### src/rtl/song_sequencer_if.sv
// Sequencer-facing bundle: enable, tempo pulse, note ROM read port and the note outputs.
// The slave modport is the sequencer side; the master modport is the surrounding system.
interface song_sequencer_if #(
  parameter int unsigned IDX_W = 5
);
  logic             song_select;
  logic [15:0]      pulse;
  logic [IDX_W-1:0] rom_addr;
  logic [9:0]       rom_data;
  logic [6:0]       note_out;
  logic             note_on;
  logic             song_done;

  modport master (
    output song_select,
    output pulse,
    output rom_data,
    input  rom_addr,
    input  note_out,
    input  note_on,
    input  song_done
  );

  modport slave (
    input  song_select,
    input  pulse,
    input  rom_data,
    output rom_addr,
    output note_out,
    output note_on,
    output song_done
  );
endinterface

### src/rtl/song_sequencer.sv
// Song sequencer: walks a note ROM on tempo ticks and drives the tone generator.
// Each entry lasts 1..4 ticks; supports rests, an end marker and optional looping.
module song_sequencer #(
  parameter int unsigned SONG_LEN = 32,
  parameter int unsigned IDX_W    = 5,
  parameter bit          LOOP     = 1'b0
) (
  input logic             clock,
  input logic             reset_n,
  song_sequencer_if.slave bus
);

  typedef enum logic [2:0] {StIdle, StFetch, StLoad, StPlay, StDone} state_e;

  localparam logic [9:0]       EndMarker = 10'h3FF;
  localparam logic [IDX_W-1:0] LastAddr  = IDX_W'(SONG_LEN - 1);

  state_e           state_q, state_d;
  logic [IDX_W-1:0] addr_q, addr_d;
  logic [6:0]       note_q, note_d;
  logic             on_q, on_d;
  logic [2:0]       rem_q, rem_d;
  logic             pend_q, pend_d;
  logic             pulse0_q;
  logic             tick;
  logic             unused_pulse;

  assign tick         = bus.pulse[0] & ~pulse0_q;
  assign unused_pulse = ^bus.pulse[15:1];

  always_ff @(posedge clock or negedge reset_n) begin
    if (!reset_n) begin
      state_q  <= StIdle;
      addr_q   <= '0;
      note_q   <= '0;
      on_q     <= 1'b0;
      rem_q    <= '0;
      pend_q   <= 1'b0;
      pulse0_q <= 1'b0;
    end else begin
      state_q  <= state_d;
      addr_q   <= addr_d;
      note_q   <= note_d;
      on_q     <= on_d;
      rem_q    <= rem_d;
      pend_q   <= pend_d;
      pulse0_q <= bus.pulse[0];
    end
  end

  always_comb begin
    state_d = state_q;
    addr_d  = addr_q;
    note_d  = note_q;
    on_d    = on_q;
    rem_d   = rem_q;
    pend_d  = pend_q;

    if (!bus.song_select) begin
      state_d = StIdle;
      addr_d  = '0;
      note_d  = '0;
      on_d    = 1'b0;
      rem_d   = '0;
      pend_d  = 1'b0;
    end else begin
      unique case (state_q)
        StIdle: begin
          addr_d  = '0;
          pend_d  = 1'b0;
          state_d = StFetch;
        end
        StFetch: begin
          pend_d  = pend_q | tick;
          state_d = StLoad;
        end
        StLoad: begin
          pend_d = pend_q | tick;
          if (bus.rom_data == EndMarker) begin
            // A marker at entry 0 would otherwise loop through FETCH forever.
            if (LOOP && addr_q != '0) begin
              addr_d  = '0;
              state_d = StFetch;
            end else begin
              note_d  = '0;
              on_d    = 1'b0;
              state_d = StDone;
            end
          end else begin
            rem_d   = {1'b0, bus.rom_data[9:8]} + 3'd1;
            note_d  = bus.rom_data[7] ? 7'd0 : bus.rom_data[6:0];
            on_d    = ~bus.rom_data[7];
            state_d = StPlay;
          end
        end
        StPlay: begin
          pend_d = 1'b0;
          // A pending tick and a fresh tick in the same cycle count once.
          if (tick | pend_q) begin
            if (rem_q > 3'd1) begin
              rem_d = rem_q - 3'd1;
            end else if (addr_q == LastAddr) begin
              if (LOOP) begin
                addr_d  = '0;
                state_d = StFetch;
              end else begin
                note_d  = '0;
                on_d    = 1'b0;
                state_d = StDone;
              end
            end else begin
              addr_d  = addr_q + 1'b1;
              state_d = StFetch;
            end
          end
        end
        StDone: begin
          pend_d = 1'b0;
          note_d = '0;
          on_d   = 1'b0;
        end
        default: state_d = StIdle;
      endcase
    end
  end

  assign bus.rom_addr  = addr_q;
  assign bus.note_out  = note_q;
  assign bus.note_on   = on_q;
  assign bus.song_done = (state_q == StDone);

endmodule

### src/flat_wrapper.sv
// flat-port wrapper written by rule: the top's interface ports become plain ports
module song_sequencer_flat 
#(
  parameter int unsigned SONG_LEN = 32,
  parameter int unsigned IDX_W    = 5,
  parameter bit          LOOP     = 1'b0
)
  (clock, reset_n, bus_song_select, bus_pulse, bus_rom_data, bus_rom_addr, bus_note_out, bus_note_on, bus_song_done);
  song_sequencer_if #(.IDX_W(IDX_W)) bus_i ();
  input logic clock;
  input logic reset_n;
  input wire logic [$bits(bus_i.song_select)-1:0] bus_song_select;
  input wire logic [$bits(bus_i.pulse)-1:0] bus_pulse;
  input wire logic [$bits(bus_i.rom_data)-1:0] bus_rom_data;
  output wire logic [$bits(bus_i.rom_addr)-1:0] bus_rom_addr;
  output wire logic [$bits(bus_i.note_out)-1:0] bus_note_out;
  output wire logic [$bits(bus_i.note_on)-1:0] bus_note_on;
  output wire logic [$bits(bus_i.song_done)-1:0] bus_song_done;
  assign bus_i.song_select = bus_song_select;
  assign bus_i.pulse = bus_pulse;
  assign bus_i.rom_data = bus_rom_data;
  assign bus_rom_addr = bus_i.rom_addr;
  assign bus_note_out = bus_i.note_out;
  assign bus_note_on = bus_i.note_on;
  assign bus_song_done = bus_i.song_done;
  song_sequencer #(.SONG_LEN(SONG_LEN), .IDX_W(IDX_W), .LOOP(LOOP)) u_core (.clock(clock), .reset_n(reset_n), .bus(bus_i));
endmodule
### config.mk
export PLATFORM = sky130hd
export DESIGN_NAME = song_sequencer_flat
export DESIGN_NICKNAME = d
export VERILOG_FILES = /design/src/rtl/song_sequencer_if.sv /design/src/rtl/song_sequencer.sv /design/src/flat_wrapper.sv
export SDC_FILE = /design/constraint.sdc
export NUM_CORES = 1
export LEC_CHECK = 0
export ABC_CLOCK_PERIOD_IN_PS = 2100
export CAP_MARGIN = 10
export CORE_AREA = 2 2 67 82
export CTS_BUF_LIST = sky130_fd_sc_hd__clkbuf_4 sky130_fd_sc_hd__clkbuf_8
export DETAILED_ROUTE_END_ITERATION = 8
export DIE_AREA = 0 0 69 84
export GPL_TIMING_DRIVEN = 0
export HOLD_SLACK_MARGIN = 0.06
export PLACE_DENSITY = 0.54
export SLEW_MARGIN = 20
export SYNTH_ARGS = -nofsm -noshare
export SYNTH_HDL_FRONTEND = slang
export SYNTH_SLANG_ARGS = --single-unit
### constraint.sdc
create_clock -name clock -period 2.1 [get_ports clock]
set_input_delay 0.21 -clock clock [delete_from_list [all_inputs] [get_ports clock]]
set_output_delay 0.21 -clock clock [all_outputs]
set_load 0.01 [all_outputs]
==> run_results.csv, run 1 <==
group,metric,value,unit
final_layout,seq_area,526.8,um2
pwr,part_of_the_power_in_combinational_logic,0.261,
setup_path,worstReg2RegStart,"u_core.bus.rom_addr[0]$_DFFE_PN0P_",
clock_network,ctsLongestPathBuffers,2,
floorplanning,floorplan.initialDensity,0.2414,
timing,rsz0062_at_grt,"no",
setup_path,worst_case_register_to_register_setup_slack,0.12,ns
route,final_antenna_net_count,0,
flow_run,cap_violations,0,
setup_path,critical_path_buf_inv_count,0,
global_route,grt_pass1_wl,5.264,mm
final_layout,antennaDiodeCount,0,
timing,final_setup_violation_count,0,
global_route,final_global_route_overflow_total,0,
setup_path,crit_path_end,"u_core.bus.rom_addr[2]$_DFFE_PN0P_",
synth,synth-seq-area-share,0.4286,
synth,synthCells,116,
setup_path,critPathMaxStageDelay,0.42,ns
global_route,antenna_found_initial,0,
clock_network,clk-insertion-delay-late,0.26,ns
synth,synth_edf_count,0,
outcome,status,"finished clean",
final_layout,area_delta_synth_final,33.27,%
route,drt-pass1-iter-count,4,
global_route,grt_pass1_vias,1150,
final_layout,fin_nets,182,
global_route,pin_count_of_the_biggest_net_entering_global_routing,22,
setup_path,critical_path_cell_count,7,
setup_path,crit_path_start_kind,"flop",
timing,setup-tns-final,0,ns
timing,timing.final.max_slew_violations,0,
setup_path,cp_data_required_time,2.28,ns
min_path,worstHoldPathType,"in2reg",
clock_network,h-tree-depth,1,
final_layout,multi_input_area,643.1,um2
synth,synth.yosys.warnings,0,
setup_path,cp_top_family,"simple AND/OR/NAND/NOR gates",
clock_network,path_clk_slew,0.08,ns
route,drc,0,
final_layout,drive_above_1_share,0.1769,
pwr,switching_share,0.2949,
setup_path,crit_startpoint,"u_core.bus.rom_addr[0]$_DFFE_PN0P_",
placement,hpwlAfterDp,2.293,mm
timing,holdWs,0.2136,ns
setup_path,worstRegToRegCells,7,
synth,syn_area_per_cell,10.57,um2
synth,synth-seq-cells,21,
clock_network,cts-root-buf,"sky130_fd_sc_hd__clkbuf_8",
synth,synth_async_sr_flop_share,1.000,
placement,port_buffers,26,
pwr,pwr-share-seq,0.459,
floorplanning,dieArea,5796,um2
pwr,cellLeakagePower,0.6787,nW
route,vias,1033,
clock_network,cts_made_buffers,3,
pwr,share_clk_of_total_power,0.281,
pwr,internal_power,0.0006815,W
setup_path,timing.critical_path.arrival,2.16,ns
timing,worstMarginPinSlew,0.7503,ns
floorplanning,row_count,29,
pwr,power.net_switching,0.0002850,W
setup_path,r2r-end,"u_core.bus.rom_addr[2]$_DFFE_PN0P_",
timing,layout_skew,0.004275,ns
floorplanning,design.portCount,43,
route,postRouteWirelength,2.946,mm
clock_network,cts.repair_timing.setup_buffer_count,0,
placement,finalWeightedCongestion,0.7774,
route,initial_detailed_routing_violation_count,7,
timing,layout_worst_path_cycle_share,0.9417,
synth,synth_flop_cell,"sky130_fd_sc_hd__dfrtp_1",
setup_path,critPathKind,"reg2reg",
timing,hold_viol,0,
floorplanning,fp.coreArea,5080,um2
timing,finalWorstPathRequiredPeriod,1.978,ns
floorplanning,fp.dieH,84,um
setup_path,cp_max_fo,5,
timing,achievable-frequency,0.5057,GHz
clock_network,clock_tree_from_tritoncts,"built",
synth,synthesis.area,1226,um2
route,routed_via_density,4.943,
final_layout,fill_cells,536,
pwr,worst_ir_drop_vdd,0.3423,mV
pwr,powerDensity,591.4,nW/um2
timing,max-slew-margin-rel,0.4957,
synth,synth_fp_nets,150,
setup_path,worstPathCellList,"ha_1 -> and3_1 -> ha_2 -> nor4bb_4 -> o21ai_0 -> a21oi_1 -> mux2i_1",
route,post_drt_wl_per_cell,14.10,um
floorplanning,die_w,69,um
setup_path,critPathSlowestCell,"sky130_fd_sc_hd__dfrtp_1",
global_route,overall_track_demand_over_capacity_in_global_routing,0.1087,
setup_path,setup.worst_path.end_class,"flop",
synth,yosysUniqueCellTypes,42,
clock_network,clock_sinks,21,
cell type report:
cell class,count,area share
Clock buffer,3,0.02527
Multi-Input combinational cell,83,0.3936
Inverter,7,0.01608
Timing Repair Buffer,27,0.1623
Sequential cell,21,0.3224
Tap cell,62,0.04747
Buffer,5,0.02986
Clock inverter,1,0.003063
through the flow:
step / instance area (um2) / power (W) / util / setup WS [ns] / cells
final: 1634 / 0.0009665 / 0.3217 / 0.1224 / 209
after global placement: 1564 / 0.0006936 / 0.3079 / -0.03163 / 204
after detailed placement: 1564 / 0.0006983 / 0.3079 / -0.08558 / 204
after CTS: 1625 / 0.0009758 / 0.3200 / 0.05480 / 208
after global routing: 1634 / 0.001024 / 0.3217 / 0.01192 / 209
after floorplan: 1226 / 0.0006074 / - / 0.1485 / 116
routing by layer:
metal	part of all wire	track usage	wire length, um
met4	0.015	0.03743	44
met5	0	0	0
met1	0.43	0.1344	1263
met3	0.036	0.01208	107
met2	0.52	0.1941	1530
repair_timing:
action	4_1_cts	5_1_grt
pin swaps	0	1
resized for setup	2	2
endpoints found under the setup margin	5	8
endpoints found under the hold margin	0	21
hold buffers	0	1
gates cloned	0	0
synthesized netlist by cell type, types with 2 or more instances:
| cell | count | share of area |
|---|---|---|
| sky130_fd_sc_hd__dfrtp_1 | 21 | 0.43 |
| sky130_fd_sc_hd__nand2_1 | 9 | 0.028 |
| sky130_fd_sc_hd__a21oi_1 | 8 | 0.033 |
| sky130_fd_sc_hd__a22o_1 | 8 | 0.057 |
| sky130_fd_sc_hd__inv_1 | 7 | 0.021 |
| sky130_fd_sc_hd__ha_1 | 5 | 0.051 |
| sky130_fd_sc_hd__o21ai_0 | 4 | 0.016 |
| sky130_fd_sc_hd__a32o_1 | 3 | 0.024 |
| sky130_fd_sc_hd__buf_6 | 3 | 0.028 |
| sky130_fd_sc_hd__mux2i_1 | 3 | 0.024 |
| sky130_fd_sc_hd__nand2b_1 | 3 | 0.015 |
| sky130_fd_sc_hd__nor2_1 | 3 | 0.0092 |
| sky130_fd_sc_hd__nor3b_1 | 3 | 0.018 |
| sky130_fd_sc_hd__buf_4 | 2 | 0.012 |
| sky130_fd_sc_hd__nand3_1 | 2 | 0.0082 |
| sky130_fd_sc_hd__nor3_1 | 2 | 0.0082 |
| sky130_fd_sc_hd__o221a_2 | 2 | 0.018 |
| sky130_fd_sc_hd__o221ai_1 | 2 | 0.014 |
| sky130_fd_sc_hd__o31ai_1 | 2 | 0.012 |
| sky130_fd_sc_hd__or2_2 | 2 | 0.010 |
cells in the final DEF, fill, tap and decap left out, types with 2 or more instances in the layout:
cell / instances
sky130_fd_sc_hd__o221ai_1: 2
sky130_fd_sc_hd__or2_2: 2
sky130_fd_sc_hd__nor3b_1: 3
sky130_fd_sc_hd__mux2i_1: 3
sky130_fd_sc_hd__nand3_1: 2
sky130_fd_sc_hd__clkdlybuf4s50_1: 25
sky130_fd_sc_hd__ha_1: 4
sky130_fd_sc_hd__nand2b_1: 3
sky130_fd_sc_hd__nand2_1: 9
sky130_fd_sc_hd__nor3_1: 2
sky130_fd_sc_hd__a32o_1: 3
sky130_fd_sc_hd__clkbuf_8: 3
sky130_fd_sc_hd__inv_1: 7
sky130_fd_sc_hd__buf_6: 3
sky130_fd_sc_hd__o21ai_0: 4
sky130_fd_sc_hd__a21oi_1: 8
sky130_fd_sc_hd__nor2_1: 3
sky130_fd_sc_hd__buf_4: 2
sky130_fd_sc_hd__dfrtp_1: 20
sky130_fd_sc_hd__a22o_1: 8
sky130_fd_sc_hd__o221a_2: 2
sky130_fd_sc_hd__o31ai_1: 2
flip-flops by register name, summed over array words and instances (netlist names):
name                 cells
u_core.bus.note_out      7
u_core.bus.rom_addr      5
u_core.rem_q             3
u_core.state_q           3
u_core.bus.note_on       1
u_core.pend_q            1
u_core.pulse0_q          1
power groups by stage:
| stage | registers (W) | clock network (W) | logic, W |
|---|---|---|---|
| floorplan | 0.000452 | 0 | 0.000156 |
| global placement | 0.000450 | 0 | 0.000244 |
| detailed placement | 0.000451 | 0 | 0.000247 |
| CTS | 0.000444 | 0.000279 | 0.000253 |
| global route | 0.000446 | 0.000296 | 0.000281 |
| finish | 0.000443 | 0.000271 | 0.000252 |
how the worst min path moves through the flow:
stage | cells after the start | start | endpoint
2_1_floorplan | 0 | reset_n | u_core.bus.note_on$_DFFE_PN0P_
3_3_place_gp | 1 | u_core.bus.note_on$_DFFE_PN0P_ | u_core.bus.note_on$_DFFE_PN0P_
6_report | 3 | bus_song_select | u_core.pend_q$_DFFE_PN0P_
5_1_grt | 3 | bus_song_select | u_core.pend_q$_DFFE_PN0P_
3_5_place_dp | 1 | u_core.bus.note_on$_DFFE_PN0P_ | u_core.bus.note_on$_DFFE_PN0P_
4_1_cts | 3 | bus_song_select | u_core.pend_q$_DFFE_PN0P_
worst reg2reg max path, delay by kind of cell (launching register included):
family | cells | cell delay, ns
flip-flops | 1 | 0.42
adder cells (fa/ha/maj) | 2 | 0.43
AND/OR/NAND/NOR | 2 | 0.53
multiplexers | 1 | 0.21
AO/OA/AOI/OAI | 2 | 0.31
kinds of logic (layout without fill, tap and decap cells):
| kind of cell | count (synthesis) | after routing | synth area share |
|---|---|---|---|
| muxes | 4 | 4 | 0.03367 |
| DFF | 21 | 21 | 0.4286 |
| adders and majority gates | 5 | 5 | 0.05102 |
| buffers and inverters | 12 | 43 | 0.06122 |
| and+or+nand+nor | 35 | 35 | 0.1714 |
| AOI/OAI and AO/OA | 39 | 39 | 0.2541 |
Note: power is estimated with default switching activity, not from simulation.
==> run 2, diff against run 1 <==
Settings changed: PLACE_DENSITY 0.54 to 0.57.
==> run 2 against run 1 <==
Register-to-register slack is essentially flat; first-iteration DRC count increased to 2.7 times the previous value; global-route usage shrank 0.55 points; via count is the same; critical path type unchanged; highest routed layer is now met3.
==> run_results.csv, run 2 (synthesized netlist as in run 1, its figures left out) <==
group,metric,value,unit
outcome,status,"finished clean",
timing,setup-tns-final,0,ns
clock_network,cts-root-buf,"sky130_fd_sc_hd__clkbuf_8",
setup_path,timing.critical_path.arrival,2.17,ns
setup_path,worstPathCellList,"ha_1 -> and3_1 -> ha_2 -> nor4bb_4 -> o2111ai_1 -> a21oi_1 -> mux2i_1",
setup_path,crit_startpoint,"u_core.bus.rom_addr[0]$_DFFE_PN0P_",
final_layout,drive_above_1_share,0.1769,
setup_path,cp_top_family,"simple AND/OR/NAND/NOR gates",
floorplanning,design.portCount,43,
setup_path,critPathKind,"reg2reg",
final_layout,antennaDiodeCount,0,
setup_path,setup.worst_path.end_class,"flop",
global_route,final_global_route_overflow_total,0,
min_path,hold_path_startpoint,"bus_song_select",
final_layout,largest_register_ff_count,7,
setup_path,worstRegToRegCells,7,
global_route,pin_count_of_the_biggest_net_entering_global_routing,22,
clock_network,cts_made_buffers,3,
clock_network,path_clk_slew,0.08,ns
flow_run,cap_violations,0,
clock_network,ctsLongestPathBuffers,2,
setup_path,crit_path_start_kind,"flop",
setup_path,worstReg2RegStart,"u_core.bus.rom_addr[0]$_DFFE_PN0P_",
setup_path,cp_data_required_time,2.29,ns
floorplanning,fp.dieH,84,um
placement,finalWeightedCongestion,0.7616,
global_route,grt_pass1_vias,1100,
min_path,min_to,"u_core.pend_q$_DFFE_PN0P_",
timing,achievable-frequency,0.5035,GHz
floorplanning,fp.coreArea,5080,um2
placement,placement.cell_area,1564,um2
placement,hpwlAfterDp,2.195,mm
final_layout,area_delta_synth_final,34.18,%
floorplanning,row_count,29,
setup_path,critPathMaxStageDelay,0.42,ns
timing,holdWs,0.2182,ns
floorplanning,die_w,69,um
clock_network,clock_tree_from_tritoncts,"built",
timing,timing.final.max_slew_violations,0,
final_layout,layout.cells.most_common,"sky130_fd_sc_hd__clkdlybuf4s50_1",
pwr,powerDensity,589.7,nW/um2
route,drc,0,
setup_path,critPathSlowestCell,"sky130_fd_sc_hd__dfrtp_1",
min_path,worstHoldPathType,"in2reg",
timing,layout_skew,0.002063,ns
global_route,grt_pass1_wl,5.112,mm
global_route,overall_track_demand_over_capacity_in_global_routing,0.1032,
route,final_antenna_net_count,0,
timing,final_setup_violation_count,0,
floorplanning,dieArea,5796,um2
placement,port_buffers,26,
timing,finalWorstPathRequiredPeriod,1.986,ns
final_layout,fin_nets,182,
route,post_drt_wl_per_cell,13.79,um
clock_network,clk-insertion-delay-late,0.26,ns
setup_path,cp_max_fo,5,
route,postRouteWirelength,2.882,mm
final_layout,design_area,1645,um2
pwr,cellLeakagePower,0.6801,nW
timing,layout_worst_path_cycle_share,0.9457,
clock_network,clock_sinks,21,
setup_path,critical_path_buf_inv_count,0,
pwr,worst_ir_drop_vdd,0.4086,mV
global_route,antenna_found_initial,0,
route,routed_via_density,4.943,
setup_path,r2r-end,"u_core.bus.rom_addr[3]$_DFFE_PN0P_",
route,initial_detailed_routing_violation_count,19,
min_path,whs_path_depth,3,
route,drt-pass1-iter-count,4,
setup_path,worst_case_register_to_register_setup_slack,0.11,ns
clock_network,h-tree-depth,1,
timing,hold_viol,0,
timing,max-slew-margin-rel,0.5082,
route,vias,1033,
final_layout,final_cell_mix,"sky130_fd_sc_hd__clkdlybuf4s50_1, sky130_fd_sc_hd__dfrtp_1, sky130_fd_sc_hd__nand2_1",
timing,worstMarginPinSlew,0.7316,ns
floorplanning,floorplan.initialDensity,0.2414,
## run 2: cell counts in the layout (fill, tap and decap cells not counted)
Identical to the previous run, type by type.
## run 2: layer usage
layer	track usage	up-vias	wire length (um)
met5	0	-	0
met4	0.02496	0	0
met3	0.01449	0	116
met2	0.1757	32	1406
met1	0.1374	499	1359
li1	-	502	-
## run 2: stage by stage
stage | worst slack, ns | util | instances | total power [W]
after floorplan | 0.1485 | - | 116 | 0.0006074
after global placement | -0.02248 | 0.3079 | 204 | 0.0006897
after detailed placement | -0.03666 | 0.3079 | 204 | 0.0006974
after CTS | 0.01577 | 0.3182 | 208 | 0.0009709
after global routing | -0.04848 | 0.3239 | 209 | 0.001020
final | 0.1140 | 0.3239 | 209 | 0.0009703
## run 2: repair_timing
| item | in CTS | in global routing |
|---|---|---|
| setup endpoints to repair | 3 | 13 |
| hold buffers | 0 | 1 |
| endpoints found under the hold margin | 0 | 21 |
| setup buffers | 0 | 0 |
| gates resized for setup | 1 | 4 |
## run 2: layout make-up
cell class / count / area [um2]
Clock inverter: 1 / 5.005
Buffer: 5 / 48.80
Multi-Input combinational cell: 83 / 654.4
Timing Repair Buffer: 27 / 265.3
Inverter: 7 / 26.28
Clock buffer: 3 / 41.29
Fill cell: 530 / 3435
Sequential cell: 21 / 526.8
Tap cell: 62 / 77.57
## run 2: worst max path at each step
stage | to | depth (start not counted)
6_report | u_core.bus.rom_addr[3]$_DFFE_PN0P_ | 7
5_1_grt | u_core.bus.rom_addr[2]$_DFFE_PN0P_ | 7
4_1_cts | u_core.bus.rom_addr[3]$_DFFE_PN0P_ | 7
3_5_place_dp | u_core.bus.rom_addr[3]$_DFFE_PN0P_ | 7
3_3_place_gp | u_core.bus.rom_addr[0]$_DFFE_PN0P_ | 6
2_1_floorplan | u_core.bus.rom_addr[0]$_DFFE_PN0P_ | 6
## run 2: report_power, final
group | leakage, nW | switching, W | internal, W
registers | 0.284 | 0.0000180 | 0.000426
logic | 0.370 | 0.000131 | 0.000126
clock network | 0.0255 | 0.000137 | 0.000132
## run 2: tightest hold or removal path, stage by stage
cell and delay (ns):
sky130_fd_sc_hd__buf_6 0.12, sky130_fd_sc_hd__o221ai_1 0.07, sky130_fd_sc_hd__a21oi_1 0.04
